===== src/rtl/history_mem_if.sv =====
// Bundle of the history-memory request/response signals shared by the parser,
// header emitter and register-read requesters.
interface history_mem_if #(
    parameter int unsigned TUPLE_WIDTH = 112,
    parameter int unsigned DEPTH       = 16
) ();
    localparam int unsigned PTR_W   = $clog2(DEPTH);
    localparam int unsigned CNT_W   = $clog2(DEPTH + 1);
    localparam int unsigned BATCH_W = 4 * TUPLE_WIDTH + 64;

    logic                   wr_valid;
    logic [TUPLE_WIDTH-1:0] wr_tuple;
    logic                   wr_ready;
    logic                   batch_req;
    logic [1:0]             batch_idx;
    logic                   batch_gnt;
    logic                   batch_valid;
    logic [BATCH_W-1:0]     batch_data;
    logic                   reg_req;
    logic [PTR_W-1:0]       reg_addr;
    logic                   reg_ack;
    logic [TUPLE_WIDTH-1:0] reg_data;
    logic [PTR_W-1:0]       wr_ptr;
    logic [CNT_W-1:0]       wr_count;
    logic                   lock_err;

    modport slave (
        input  wr_valid, wr_tuple, batch_req, batch_idx, reg_req, reg_addr,
        output wr_ready, batch_gnt, batch_valid, batch_data, reg_ack, reg_data,
               wr_ptr, wr_count, lock_err
    );

    modport master (
        output wr_valid, wr_tuple, batch_req, batch_idx, reg_req, reg_addr,
        input  wr_ready, batch_gnt, batch_valid, batch_data, reg_ack, reg_data,
               wr_ptr, wr_count, lock_err
    );
endinterface


===== src/rtl/history_mem_arbiter.sv =====
// 16-entry tuple history with single-grant arbitration between parser writes,
// batch snapshot reads (locked across batches 0..3) and register reads.
module history_mem_arbiter #(
    parameter int unsigned TUPLE_WIDTH  = 112,
    parameter int unsigned DEPTH        = 16,
    parameter int unsigned STARVE_LIMIT = 4,
    parameter int unsigned LOCK_TIMEOUT = 64
) (
    input logic            clk,
    input logic            reset,
    history_mem_if.slave   bus
);
    localparam int unsigned PTR_W    = $clog2(DEPTH);
    localparam int unsigned CNT_W    = $clog2(DEPTH + 1);
    localparam int unsigned STARVE_W = $clog2(STARVE_LIMIT + 1);
    localparam int unsigned IDLE_W   = $clog2(LOCK_TIMEOUT + 1);
    localparam int unsigned BATCH_W  = 4 * TUPLE_WIDTH + 64;

    typedef enum logic {
        IDLE,
        LOCKED
    } state_t;

    state_t                 state_q, state_d;
    logic [STARVE_W-1:0]    starve_q, starve_d;
    logic [IDLE_W-1:0]      idle_q, idle_d;
    logic                   lock_err_q, lock_err_d;

    logic [TUPLE_WIDTH-1:0] mem [DEPTH];
    logic [PTR_W-1:0]       wr_ptr_q;
    logic [CNT_W-1:0]       wr_count_q;
    logic                   batch_valid_q;
    logic [BATCH_W-1:0]     batch_data_q;
    logic                   reg_ack_q;
    logic [TUPLE_WIDTH-1:0] reg_data_q;

    logic                   forced;
    logic                   wr_ready_c;
    logic                   wr_gnt;
    logic                   batch_gnt;
    logic                   reg_gnt;
    logic [BATCH_W-1:0]     batch_word;

    // Arbitration, lock tracking and starvation/idle counters
    always_comb begin
        state_d    = state_q;
        starve_d   = starve_q;
        idle_d     = idle_q;
        lock_err_d = lock_err_q;
        forced     = 1'b0;
        wr_ready_c = 1'b0;
        batch_gnt  = 1'b0;
        reg_gnt    = 1'b0;

        case (state_q)
            IDLE: begin
                forced     = bus.reg_req && (starve_q == STARVE_W'(STARVE_LIMIT));
                wr_ready_c = !forced && !bus.batch_req;
                if (forced) begin
                    reg_gnt = 1'b1;
                end else if (bus.batch_req) begin
                    batch_gnt = 1'b1;
                    idle_d    = '0;
                    if (bus.batch_idx == 2'd0) begin
                        state_d = LOCKED;
                    end else begin
                        lock_err_d = 1'b1;
                    end
                end else if (!bus.wr_valid && bus.reg_req) begin
                    reg_gnt = 1'b1;
                end
            end
            LOCKED: begin
                if (bus.batch_req) begin
                    batch_gnt = 1'b1;
                    idle_d    = '0;
                    if (bus.batch_idx == 2'd3) begin
                        state_d = IDLE;
                    end
                end else begin
                    reg_gnt = bus.reg_req;
                    // Abandoned snapshot: give the array back to the writer
                    if (idle_q == IDLE_W'(LOCK_TIMEOUT - 1)) begin
                        lock_err_d = 1'b1;
                        state_d    = IDLE;
                        idle_d     = '0;
                    end else begin
                        idle_d = idle_q + IDLE_W'(1);
                    end
                end
            end
            default: state_d = IDLE;
        endcase

        if (reg_gnt) begin
            starve_d = '0;
        end else if (bus.reg_req && (starve_q != STARVE_W'(STARVE_LIMIT))) begin
            starve_d = starve_q + STARVE_W'(1);
        end
    end

    assign wr_gnt = wr_ready_c && bus.wr_valid;

    // Snapshot word: four entries of the selected batch, first entry in the MSBs
    always_comb begin
        batch_word = '0;
        for (int i = 0; i < 4; i++) begin
            batch_word[BATCH_W-1-i*TUPLE_WIDTH -: TUPLE_WIDTH] = mem[{bus.batch_idx, 2'(i)}];
        end
        batch_word[63 -: PTR_W] = wr_ptr_q;
    end

    always_ff @(posedge clk) begin
        if (reset) begin
            state_q    <= IDLE;
            starve_q   <= '0;
            idle_q     <= '0;
            lock_err_q <= 1'b0;
        end else begin
            state_q    <= state_d;
            starve_q   <= starve_d;
            idle_q     <= idle_d;
            lock_err_q <= lock_err_d;
        end
    end

    // Array and read ports; reads see the pre-edge array contents
    always_ff @(posedge clk) begin
        if (reset) begin
            for (int unsigned i = 0; i < DEPTH; i++) begin
                mem[i] <= '0;
            end
            wr_ptr_q      <= '0;
            wr_count_q    <= '0;
            batch_valid_q <= 1'b0;
            batch_data_q  <= '0;
            reg_ack_q     <= 1'b0;
            reg_data_q    <= '0;
        end else begin
            batch_valid_q <= batch_gnt;
            reg_ack_q     <= reg_gnt;
            if (batch_gnt) begin
                batch_data_q <= batch_word;
            end
            if (reg_gnt) begin
                reg_data_q <= mem[bus.reg_addr];
            end
            if (wr_gnt) begin
                mem[wr_ptr_q] <= bus.wr_tuple;
                wr_ptr_q      <= wr_ptr_q + PTR_W'(1);
                if (wr_count_q != CNT_W'(DEPTH)) begin
                    wr_count_q <= wr_count_q + CNT_W'(1);
                end
            end
        end
    end

    assign bus.wr_ready    = wr_ready_c;
    assign bus.batch_gnt   = batch_gnt;
    assign bus.batch_valid = batch_valid_q;
    assign bus.batch_data  = batch_data_q;
    assign bus.reg_ack     = reg_ack_q;
    assign bus.reg_data    = reg_data_q;
    assign bus.wr_ptr      = wr_ptr_q;
    assign bus.wr_count    = wr_count_q;
    assign bus.lock_err    = lock_err_q;
endmodule


===== src/flat_wrapper.sv =====
// flat-port wrapper written by rule: the top's interface ports become plain ports
module history_mem_arbiter_flat 
#(
    parameter int unsigned TUPLE_WIDTH  = 112,
    parameter int unsigned DEPTH        = 16,
    parameter int unsigned STARVE_LIMIT = 4,
    parameter int unsigned LOCK_TIMEOUT = 64
)
  (clk, reset, bus_wr_valid, bus_wr_tuple, bus_batch_req, bus_batch_idx, bus_reg_req, bus_reg_addr, bus_wr_ready, bus_batch_gnt, bus_batch_valid, bus_batch_data, bus_reg_ack, bus_reg_data, bus_wr_ptr, bus_wr_count, bus_lock_err);
  history_mem_if #(.TUPLE_WIDTH(TUPLE_WIDTH), .DEPTH(DEPTH)) bus_i ();
  input logic clk;
  input logic reset;
  input wire logic [$bits(bus_i.wr_valid)-1:0] bus_wr_valid;
  input wire logic [$bits(bus_i.wr_tuple)-1:0] bus_wr_tuple;
  input wire logic [$bits(bus_i.batch_req)-1:0] bus_batch_req;
  input wire logic [$bits(bus_i.batch_idx)-1:0] bus_batch_idx;
  input wire logic [$bits(bus_i.reg_req)-1:0] bus_reg_req;
  input wire logic [$bits(bus_i.reg_addr)-1:0] bus_reg_addr;
  output wire logic [$bits(bus_i.wr_ready)-1:0] bus_wr_ready;
  output wire logic [$bits(bus_i.batch_gnt)-1:0] bus_batch_gnt;
  output wire logic [$bits(bus_i.batch_valid)-1:0] bus_batch_valid;
  output wire logic [$bits(bus_i.batch_data)-1:0] bus_batch_data;
  output wire logic [$bits(bus_i.reg_ack)-1:0] bus_reg_ack;
  output wire logic [$bits(bus_i.reg_data)-1:0] bus_reg_data;
  output wire logic [$bits(bus_i.wr_ptr)-1:0] bus_wr_ptr;
  output wire logic [$bits(bus_i.wr_count)-1:0] bus_wr_count;
  output wire logic [$bits(bus_i.lock_err)-1:0] bus_lock_err;
  assign bus_i.wr_valid = bus_wr_valid;
  assign bus_i.wr_tuple = bus_wr_tuple;
  assign bus_i.batch_req = bus_batch_req;
  assign bus_i.batch_idx = bus_batch_idx;
  assign bus_i.reg_req = bus_reg_req;
  assign bus_i.reg_addr = bus_reg_addr;
  assign bus_wr_ready = bus_i.wr_ready;
  assign bus_batch_gnt = bus_i.batch_gnt;
  assign bus_batch_valid = bus_i.batch_valid;
  assign bus_batch_data = bus_i.batch_data;
  assign bus_reg_ack = bus_i.reg_ack;
  assign bus_reg_data = bus_i.reg_data;
  assign bus_wr_ptr = bus_i.wr_ptr;
  assign bus_wr_count = bus_i.wr_count;
  assign bus_lock_err = bus_i.lock_err;
  history_mem_arbiter #(.TUPLE_WIDTH(TUPLE_WIDTH), .DEPTH(DEPTH), .STARVE_LIMIT(STARVE_LIMIT), .LOCK_TIMEOUT(LOCK_TIMEOUT)) u_core (.clk(clk), .reset(reset), .bus(bus_i));
endmodule

===== config.mk =====
export PLATFORM = sky130hd
export DESIGN_NAME = history_mem_arbiter_flat
export DESIGN_NICKNAME = d
export VERILOG_FILES = /design/src/rtl/history_mem_if.sv /design/src/rtl/history_mem_arbiter.sv /design/src/flat_wrapper.sv
export SDC_FILE = /design/constraint.sdc
export NUM_CORES = 2
export LEC_CHECK = 0
export BUFFER_PORTS_ARGS = -buffer_cell sky130_fd_sc_hd__buf_2
export CAP_MARGIN = 20
export CORE_AREA = 3 3 549 687
export DETAILED_ROUTE_END_ITERATION = 12
export DIE_AREA = 0 0 552 690
export GPL_ROUTABILITY_DRIVEN = 0
export MAX_ROUTING_LAYER = met4
export PLACE_DENSITY = 0.44
export SKIP_LAST_GASP = 1
export SYNTH_ARGS = -nofsm -noshare
export SYNTH_HDL_FRONTEND = slang
export SYNTH_SLANG_ARGS = --single-unit
export TNS_END_PERCENT = 10

===== constraint.sdc =====
create_clock -name clk -period 21 [get_ports clk]
set_input_delay 2.1 -clock clk [delete_from_list [all_inputs] [get_ports clk]]
set_output_delay 2.1 -clock clk [all_outputs]
set_load 0.01 [all_outputs]

## Word level (Yosys, flattened, before mapping)

Memory sizes are Yosys's and may differ from the RTL's. A register that Yosys moved wholly into a read port is not among the register bits.
Cells that the tools add are included.

- Word-level logic and storage cells: 74
- Output and inout port bits: 638
- Register bits: 475
- Memories kept: 1
- Memory bits (writable): 1792

Memory list:

| memory | depth | bits a word | rd ports | clocked after memory_dff | write ports | line | text |
|---|---|---|---|---|---|---|---|
| u_core.mem | 16 | 112 | 5 | 5 | 16 | history_mem_arbiter.sv:29 | `logic [TUPLE_WIDTH-1:0] mem [DEPTH];` |

- Add/subtract/negate cells: 4
- Multiplexer cells: 35
- Equality and inequality tests: 10
- Reduce and logical (&&, ||, !) cells: 14
- Bitwise gates (word level): 1

Operator list:

| kind | count |
|---|---|
| 112-bit two-way mux | 1 |
| 112-bit OR reduction | 1 |
| 7-bit two-way mux | 4 |
| 1-bit two-way mux | 24 |
| 7-bit case mux with 2 select lines | 1 |
| 2-bit != test, second input constant | 5 |
| 1-bit case mux with 2 select lines | 4 |
| 7-bit by 1-bit adder with 7-bit output, second input constant | 1 |
| 7-bit by 6-bit equality test with 1-bit output, second input constant | 1 |
| 5-bit by 1-bit adder with 5-bit output, second input constant | 1 |
| 1-bit logical AND | 5 |
| 5-bit != test, second input constant | 1 |
| 5-bit AND reduction | 1 |
| 4-bit by 1-bit adder with 4-bit output, second input constant | 1 |
| 4-bit two-way mux | 1 |
| 2-bit AND reduction | 2 |
| 3-bit by 1-bit adder with 3-bit output, second input constant | 1 |
| 3-bit equality test, second input constant | 1 |
| 1-bit zero test | 3 |
| 3-bit != test, second input constant | 1 |
| 2-bit equality test, second input constant | 1 |
| 2-bit zero test | 1 |
| 2-bit OR reduction | 1 |
| 1-bit NOT | 1 |

## Logic depth before layout (Yosys ltp)

- Depth in word-level cells: 11
- Mapped depth: 10

## Worst setup path before layout

Ideal clock, no wire load.

- Path type: input to register
- Start point: input bus_reg_req
- End point: memory u_core.mem[2][0], enable pin
- Slack: 9.304 ns
- Arrival: 10.957 ns
- Library setup time: 0.739 ns
- Stages: 6
- Required time: 20.261 ns
- Path through: buf_6 > and3_4 > nor3b_4 > buf_6 > nand2_8 > o21ai_0

RTL lines:

| element | line | text |
|---|---|---|
| start: declaration | flat_wrapper.sv:17 | `input wire logic [$bits(bus_i.reg_req)-1:0] bus_reg_req;` |
| end: declaration | history_mem_arbiter.sv:29 |  |

==> flow_summary.ini <==
[setup_path]
crit_type = primary input to flop
cp-start-kind = primary input
reg2reg_from = u_core.starve_q[0]$_SDFFE_PP0P_
path_max_fanout = 77
required_ps = 21730
crit_path_end_kind = flop
cp-startpoint = bus_reg_addr[2]
cp.arrival_ps = 7330

[clock_tree]
clkSlewWorstSetupHoldPaths_ps = 60
ctsResizeCount = 0
cts_tree = yes
ctsHoldBuffers = 0
clock_path_buffers = 4
cts_root_buf = clkbuf_16
ctsHtreeMaxLevel = 5
cts.sinks = 2379
numCtsBuffers = 276
clock_latency_ps = 940
postCtsSetupRepairBufs = 0

[synth]
yosysTopAreaCellShare_pct = 48.39
syn_inst = 7809
synth_largest_area_cell = edfxtp_1
synth_edf_count = 1792
yosysSeqAreaShare_pct = 58.95
avgSynthCellArea_sq_um = 14.24
syn_area_sq_um = 111200
yosysUniqueCellTypes = 50
synthFlopType = edfxtp_1
synth_area_leaders = edfxtp_1 (48%), mux4_2 (18%), dfxtp_1 (11%)
synth_seq_cells = 2379
synthArstFlopShare_pct = 0
synth_warnings = 0

[timing]
hold_viol_final = 0
clock.fmax_mhz = 151.6
relSlewSlack_pct = 19.29
post-route-period-util_pct = 31.41
drv_slew = 0
whs_ps = 448.0
setup_viol = 0
rsz0062_at_grt = no
tns_ps = 0
fin_crit_ps = 6596
worst-slew-pin-transition_ps = 1211
skew_ps = 74.50

[placed_design]
hpwl_um = 254100
io_buffers = 700

[detailed_routing]
viasPerCell = 5.268
dr.pass1.iters = 6
drt_iter0_drc = 8000
drc_errors = 0
wl_um = 446100
vias = 70700
drt-wirelength-per-cell_um = 33.25
ant_nets = 0

[global_route]
grt_usage_pct = 23.47
grt_pass1_wl_um = 610400
grt_start_max_net_pins = 120
grt_pass1_vias = 71920
grt_remaining_overflow = 0
grt_antenna_before_repair = 123

[floorplanning]
coreArea_sq_um = 371000
fp.dieH_um = 690
dieArea_sq_um = 380900
io_pins = 761
floorplan.rows = 250
die_width_um = 552
start_util_pct = 29.98

[power_and_ir_drop]
leakage_nw = 47.07
p_per_area_nw_per_um2 = 87.79
ir_worst_vdd_mv = 0.05575

[job]
cap_viol_max_count = 0

[finish]
area_delta_synth_final_pct = 15.34
finish.utilization_pct = 34.58
nNetsFinal = 8347
multiInputGateArea_sq_um = 42280
drive_above_1_share_pct = 27.31
fillers = 35920
seqCellArea_sq_um = 65560

[min_path]
min_from = bus_batch_data[278]$_SDFFE_PP0P_
min_path_type = flop to flop

[run_status]
status = completed
[cells by family after synthesis]
logic type / synth area share, %
adders and majority gates: 0.1013
xor gates and xnor gates: 0.05513
DFF: 58.95
buffers and inverters: 3.474
AOI/OAI and AO/OA: 3.500
other: 0.003372
muxes: 20.30
and+or+nand+nor: 13.62
[final cells by class]
cell class	instances	area share [%]
timing repair buffer	854	3.915
tap	4914	4.793
clock inverter	86	0.7052
antenna	64	0.1249
inverter	8	0.02926
multi-input combinational	4696	32.96
sequential	2379	51.11
clock buffer	418	6.361
[worst paths after layout]
| kind | end | slack (ps) | depth (start not counted) |
|---|---|---|---|
| worst max-delay path | u_core.bus.reg_data[94]$_SDFFE_PP0P_ | 14400 | 9 |
| worst min-delay path | bus_batch_data[278]$_SDFFE_PP0P_ | 450 | 2 |
| worst max register to register | u_core.mem[4][74]$_SDFFCE_PN0P_ | 15990 | 10 |
| worst min register to register | bus_batch_data[278]$_SDFFE_PP0P_ | 450 | 2 |
[sequential cells by signal, indices dropped and copies added (netlist names)]
signal / count
bus_batch_data: 448
u_core.bus.batch_data: 4
u_core.bus.batch_valid: 1
u_core.bus.lock_err: 1
u_core.bus.reg_ack: 1
u_core.bus.reg_data: 112
u_core.bus.wr_count: 5
u_core.bus.wr_ptr: 4
u_core.idle_q: 7
u_core.mem: 1792
u_core.starve_q: 3
u_core.state_q: 1
[per-stage QoR]
stage	instance area (sq um)	power (mW)	instances	worst slack, ps
after CTS	128100	11.39	13350	14320
final	128300	11.26	13420	14400
after detailed placement	119000	6.458	12850	13320
after floorplan	111400	6.037	7868	9304
after global placement	119000	6.452	12850	13290
after global routing	128200	11.62	13400	13890
[cell usage after synthesis, types with 37 or more instances]
cell and instances:
nand2_1 919, buf_4 83, buf_2 210, and2_1 1792, buf_6 37, a21oi_1 465
mux2_2 112, mux4_2 896, dfxtp_1 587, a22oi_1 112, o21ai_0 133, mux2i_1 113
edfxtp_1 1792, clkbuf_1 389, buf_1 46
[power by group]
group | switching (mW) | internal, mW
Combinational | 0.613 | 0.368
Sequential | 0.132 | 5.23
Clock | 2.08 | 2.84
[placed cells by master, fill, tap and decap left out, types with 3 or more instances in the layout]
cell and count:
conb_1 60, nand3_1 4, a22oi_1 112, xnor2_1 3, xor2_1 4, inv_1 7
nor2_1 24, buf_2 694, clkbuf_16 288, inv_16 4, ha_1 9, clkinv_2 27
and2_1 1792, edfxtp_1 1792, dfxtp_1 587, nor2_4 15, nand2_1 919, bufinv_16 11
clkinv_8 8, mux2i_1 113, a21oi_1 464, o21ai_4 17, diode_2 64, nor2b_1 3
clkbuf_8 46, mux4_2 896, clkinv_1 21, nand4_1 4, buf_4 131, nor3_1 4
mux2_2 112, buf_12 21, o21ai_0 117, buf_8 6, clkinvlp_4 4, clkbuf_1 83
inv_6 7
[metal layers]
metal	global-route usage [%]	wire (um)	vias up	share of wire [%]
li1	-	-	29520	-
met1	30.65	185800	37420	42
met2	36.69	209900	3221	47
met3	5.359	37900	540	8.5
met4	6.467	12470	0	2.8
met5	-	0	-	0
[critical path: stages]
cell     delay, ps
buf_8          570
buf_4          750
buf_4          820
buf_12         610
buf_4          850
mux4_2         600
mux2_2         270
a22oi_1        150
o21ai_0        160
Power figures use the tool's default switching activity.
